==> config.mk <==
export PLATFORM = sky130hd
export DESIGN_NAME = riscv_proc_wb_scheduler
export DESIGN_NICKNAME = d
export VERILOG_FILES = /design/src/rtl/riscv_wb_pkg.sv /design/src/rtl/riscv_proc_wb_age_ctr.sv /design/src/rtl/riscv_proc_wb_scheduler.sv
export SDC_FILE = /design/constraint.sdc
export NUM_CORES = 1
export LEC_CHECK = 0
export BUFFER_PORTS_ARGS = -buffer_cell sky130_fd_sc_hd__buf_2
export CAP_MARGIN = 25
export CORE_AREA = 5 5 42 44
export CTS_CLUSTER_DIAMETER = 120
export DETAILED_ROUTE_END_ITERATION = 10
export DIE_AREA = 0 0 47 49
export PLACE_DENSITY = 0.43
export SLEW_MARGIN = 10
export SYNTH_ARGS = -nofsm -noshare
export SYNTH_HDL_FRONTEND = slang
export SYNTH_SLANG_ARGS = --single-unit
==> constraint.sdc <==
create_clock -name clk -period 0.8 [get_ports clk]
set_input_delay 0.12 -clock clk [delete_from_list [all_inputs] [get_ports clk]]
set_output_delay 0.12 -clock clk [all_outputs]
set_load 0.05 [all_outputs]
==> src/rtl/riscv_wb_pkg.sv <==
// Shared writeback-scheduler definitions: mux select codes and the default starvation limit.
package riscv_wb_pkg;

  typedef enum logic [1:0] {
    WB_SEL_DMEM = 2'd0,
    WB_SEL_MWBQ = 2'd1,
    WB_SEL_DWBQ = 2'd2,
    WB_SEL_FWBQ = 2'd3
  } wb_sel_e;

  localparam int WB_STARVE_LIMIT = 8;
  localparam int WB_AGE_W        = 4;

endpackage

==> src/rtl/riscv_proc_wb_age_ctr.sv <==
// Per-queue saturating age counter; flags the queue as starving once the age reaches LIMIT.
module riscv_proc_wb_age_ctr
  import riscv_wb_pkg::*;
#(
  parameter int LIMIT = WB_STARVE_LIMIT
) (
  input  logic clk,
  input  logic reset_n,
  input  logic val,
  input  logic grant,
  output logic starving
);

  localparam logic [WB_AGE_W-1:0] LIM = WB_AGE_W'(LIMIT);

  logic [WB_AGE_W-1:0] age_q;

  assign starving = (age_q == LIM);

  // Age only while the head waits unserved; any service or empty head restarts the count.
  always_ff @(posedge clk or negedge reset_n) begin
    if (!reset_n) begin
      age_q <= '0;
    end else if (!val || grant) begin
      age_q <= '0;
    end else if (!starving) begin
      age_q <= age_q + 1'b1;
    end
  end

endmodule

==> src/rtl/riscv_proc_wb_scheduler.sv <==
// Writeback port arbiter: dmem load responses always win; queues share the remaining slots.
// Optional anti-starvation aging is compiled in with WB_SCHED_AGING_EN.
module riscv_proc_wb_scheduler
  import riscv_wb_pkg::*;
#(
  parameter int STARVE_LIMIT = WB_STARVE_LIMIT
) (
  input  logic       clk,
  input  logic       reset_n,
  input  logic       dmem_resp_val,
  input  logic       mwbq_deq_val,
  input  logic       dwbq_deq_val,
  input  logic       fwbq_deq_val,
  output logic       mwbq_deq_rdy,
  output logic       dwbq_deq_rdy,
  output logic       fwbq_deq_rdy,
  output logic [1:0] sel,
  output logic       wb_val_q,
  output logic [1:0] wb_sel_q,
  output logic       dmem_issue_stall
);

  logic [2:0] val_vec;
  logic [2:0] pick_vec;
  logic [2:0] grant_vec;

  assign val_vec = {fwbq_deq_val, dwbq_deq_val, mwbq_deq_val};

`ifdef WB_SCHED_AGING_EN
  logic [2:0] starve_vec;
  logic [2:0] hot_vec;

  for (genvar q = 0; q < 3; q++) begin : g_age
    riscv_proc_wb_age_ctr #(
      .LIMIT(STARVE_LIMIT)
    ) u_age_ctr (
      .clk     (clk),
      .reset_n (reset_n),
      .val     (val_vec[q]),
      .grant   (grant_vec[q]),
      .starving(starve_vec[q])
    );
  end

  // Starving valid queues form the upper class; fall back to all valid queues when none starve.
  assign hot_vec  = val_vec & starve_vec;
  assign pick_vec = (hot_vec != 3'b000) ? hot_vec : val_vec;

  always_ff @(posedge clk or negedge reset_n) begin
    if (!reset_n) begin
      dmem_issue_stall <= 1'b0;
    end else begin
      dmem_issue_stall <= |starve_vec;
    end
  end
`else
  assign pick_vec         = val_vec;
  assign dmem_issue_stall = 1'b0;
`endif

  always_comb begin
    grant_vec = 3'b000;
    sel       = WB_SEL_DMEM;
    if (!dmem_resp_val) begin
      if (pick_vec[0]) begin
        grant_vec = 3'b001;
        sel       = WB_SEL_MWBQ;
      end else if (pick_vec[1]) begin
        grant_vec = 3'b010;
        sel       = WB_SEL_DWBQ;
      end else if (pick_vec[2]) begin
        grant_vec = 3'b100;
        sel       = WB_SEL_FWBQ;
      end
    end
  end

  assign mwbq_deq_rdy = grant_vec[0];
  assign dwbq_deq_rdy = grant_vec[1];
  assign fwbq_deq_rdy = grant_vec[2];

  always_ff @(posedge clk or negedge reset_n) begin
    if (!reset_n) begin
      wb_val_q <= 1'b0;
      wb_sel_q <= WB_SEL_DMEM;
    end else begin
      wb_val_q <= dmem_resp_val | (|grant_vec);
      wb_sel_q <= sel;
    end
  end

endmodule
==> impl_metrics.tcl <==
set metrics [dict create \
    fin_hold_ws_ns 0.0984 \
    synth_compound_area_frac 0.0357 \
    syn_inst 15 \
    end_kind "output pin" \
    clkPwrFrac 0.398 \
    grt_pass1_vias 217 \
    critPathKind "reg2out" \
    synth_edf_count 0 \
    core_area_um2 1400 \
    postRouteAntennaNets 0 \
    maxSlewViolCount 0 \
    synth-adder-area-share 0 \
    synth_top_family_by_area "simple AND/OR/NAND/NOR gates" \
    async_flop_share 1.00 \
    fin_crit_ns 0.865 \
    drtIter0Drc 0 \
    path_buf_inv 1 \
    violations "negative setup slack" \
    fmax_mhz 1160 \
    fp-row-count 14 \
    p_leak_nw 0.197 \
    cts.root.buffer_cell "clkbuf_4" \
    layoutNonFillerInstCount 53 \
    antennaDiodeCount 0 \
    rsz0062_at_grt "true" \
    ir_drop_mv 0.418 \
    maxCapViolations 0 \
    synth_area_leaders "dfrtp_1 54%, nand2b_4 9.8%, nor2_1 8.0%, nor3_1 7.1%, buf_4 5.4%" \
    die_h_um 49 \
    finalWorstSetupSlack_ns -0.0648 \
    fill_cells 157 \
    grt.total_usage 0.0530 \
    avgSynthCellArea_um2 9.34 \
    drc_errors 0 \
    arrival_ns 0.74 \
    finalCritPeriodShare 1.08 \
    status "finished, violations left" \
    vias 184 \
    syn-cell-area_um2 140 \
    crit_path_max_fanout 1 \
    slowest_delay_ns 0.36 \
    grt_max_degree 6 \
    yosys.area.top_type_share 0.536 \
    dominantRegCellSynth "dfrtp_1" \
    setup_viol 4 \
    pwr-share-comb 0.358 \
    synthMuxAreaShare 0 \
    wl_um 529 \
    switching_share 0.329 \
    postLayoutCoreUtil 0.306 \
    cts_buffers 3 \
    start_util 0.100 \
    tns_ns -0.214 \
    hold_violations 0 \
    crit_chain "buf_6" \
    finalPower_uw 665 \
    die_area_um2 2300 \
    cp_top_family "flip-flops" \
    cts_tree "yes" \
    synth.distinct_cells 10 \
    grt_pass1_wl_um 807 \
    p_sw_uw 219 \
    place_congestion 0.619 \
    ys_seq_area_frac 0.536 \
    io_buffers 13 \
    die_w_um 47 \
    overflow 0 \
    clock_path_buffers 2 \
    htreeDepth 1 \
    ys_top_cells_by_count "3 x dfrtp_1, 3 x nor2_1, 2 x nor3_1" \
    cts.clk_slew.worst_paths_ns 0.04 \
    vias_per_cell 3.47 \
    synthXorXnorAreaFrac 0 \
    pin_count 15 \
    yosysTopAreaCell "dfrtp_1" \
    yosys_register_bits 3 \
    synthSimpleGateAreaFrac 0.321 \
    critPathSlowestCell "dfrtp_1" \
    yosysWarnings 0 \
    hold_class "in2reg" \
    pwr-share-seq 0.245 \
    clkSinkCount 3 \
    nets 44 \
    cp-start-kind "flop" \
    power.density_nw_per_um2 1550 \
    synth_fp_nets 21 \
    drtPass1Iterations 1 \
    p_int_uw 446 \
    routedWlPerCell_um 9.98 \
    area_delta_synth_final_pct 206 \
    drive_above_1_share 0.811 \
    antenna_found_initial 0 \
    dp_hpwl_um 355 \
    required_ns 0.68 \
    place_inst 47 \
]
==> timing repair <==
action / CTS / global route
buffers inserted: 0 / 1
hold buffers: 1 / 0
hold endpoints to repair: 3 / 0
endpoints found under the setup margin: 8 / 8
pin swaps: 3 / 3
resized for setup: 25 / 7
==> kinds of logic (layout without fill, tap and decap cells) <==
kind of cell           after synthesis  count (layout)
AO/OA/AOI/OAI                        1               1
buffers and inverters                2              24
flip-flops                           3               3
other                                1               1
AND/OR/NAND/NOR                      8               8
==> power by group through the flow <==
stage | clock [mW] | sequential [mW] | combinational, mW
6_report | 0.264 | 0.163 | 0.238
5_1_grt | 0.291 | 0.163 | 0.250
4_1_cts | 0.280 | 0.163 | 0.219
3_5_place_dp | 0 | 0.163 | 0.170
3_3_place_gp | 0 | 0.163 | 0.171
2_1_floorplan | 0 | 0.189 | 0.0838
==> cell type report <==
type	count	area, um2	share of cell area
clock buffers	4	26.3	0.0612
inverters	1	3.75	0.00875
multi-input cells	10	113	0.262
flip-flops and latches	3	75.1	0.175
well taps	16	20.0	0.0466
repair buffers	19	191	0.446
==> worst paths after layout <==
kind                               startpoint               endpoint  slack (ns)  depth (start not counted)
setup / recovery           wb_val_q$_DFF_PN0_               wb_val_q       -0.06                          1
hold / removal                   dwbq_deq_val     wb_val_q$_DFF_PN0_         0.1                          3
max in group asynchronous             reset_n     wb_val_q$_DFF_PN0_        0.48                          2
min in group asynchronous             reset_n  wb_sel_q[1]$_DFF_PN0_        0.22                          2
==> metrics by stage <==
step / worst slack, ns / cell area, um2
5_1_grt: -0.0947 / 429
3_5_place_dp: -0.142 / 277
3_3_place_gp: -0.146 / 277
2_1_floorplan: -0.136 / 169
4_1_cts: -0.0838 / 394
6_report: -0.0648 / 429
==> placed cells by master (no fill, tap or decap) <==
master,instances
a21oi_4,1
and2_4,1
buf_2,1
buf_4,6
buf_6,9
buf_8,2
clkbuf_1,1
clkbuf_4,3
conb_1,1
dfrtp_1,3
dlygate4sd3_1,1
inv_2,1
nand2_1,1
nand2b_4,1
nor2_4,3
nor3_4,2
==> routing by layer <==
| metal | vias to the layer above | part of all wire | global-route usage |
|---|---|---|---|
| li1 | 87 | - | - |
| met1 | 78 | 0.30 | 0.0468 |
| met2 | 17 | 0.46 | 0.0679 |
| met3 | 2 | 0.21 | 0.0554 |
| met4 | 0 | 0.026 | 0.0415 |
| met5 | - | 0 | 0 |
==> registers in the layout, summed over array words and instances (netlist names) <==
| name | count |
|---|---|
| wb_sel_q | 2 |
| wb_val_q | 1 |
Power figures use the tool's default switching activity.
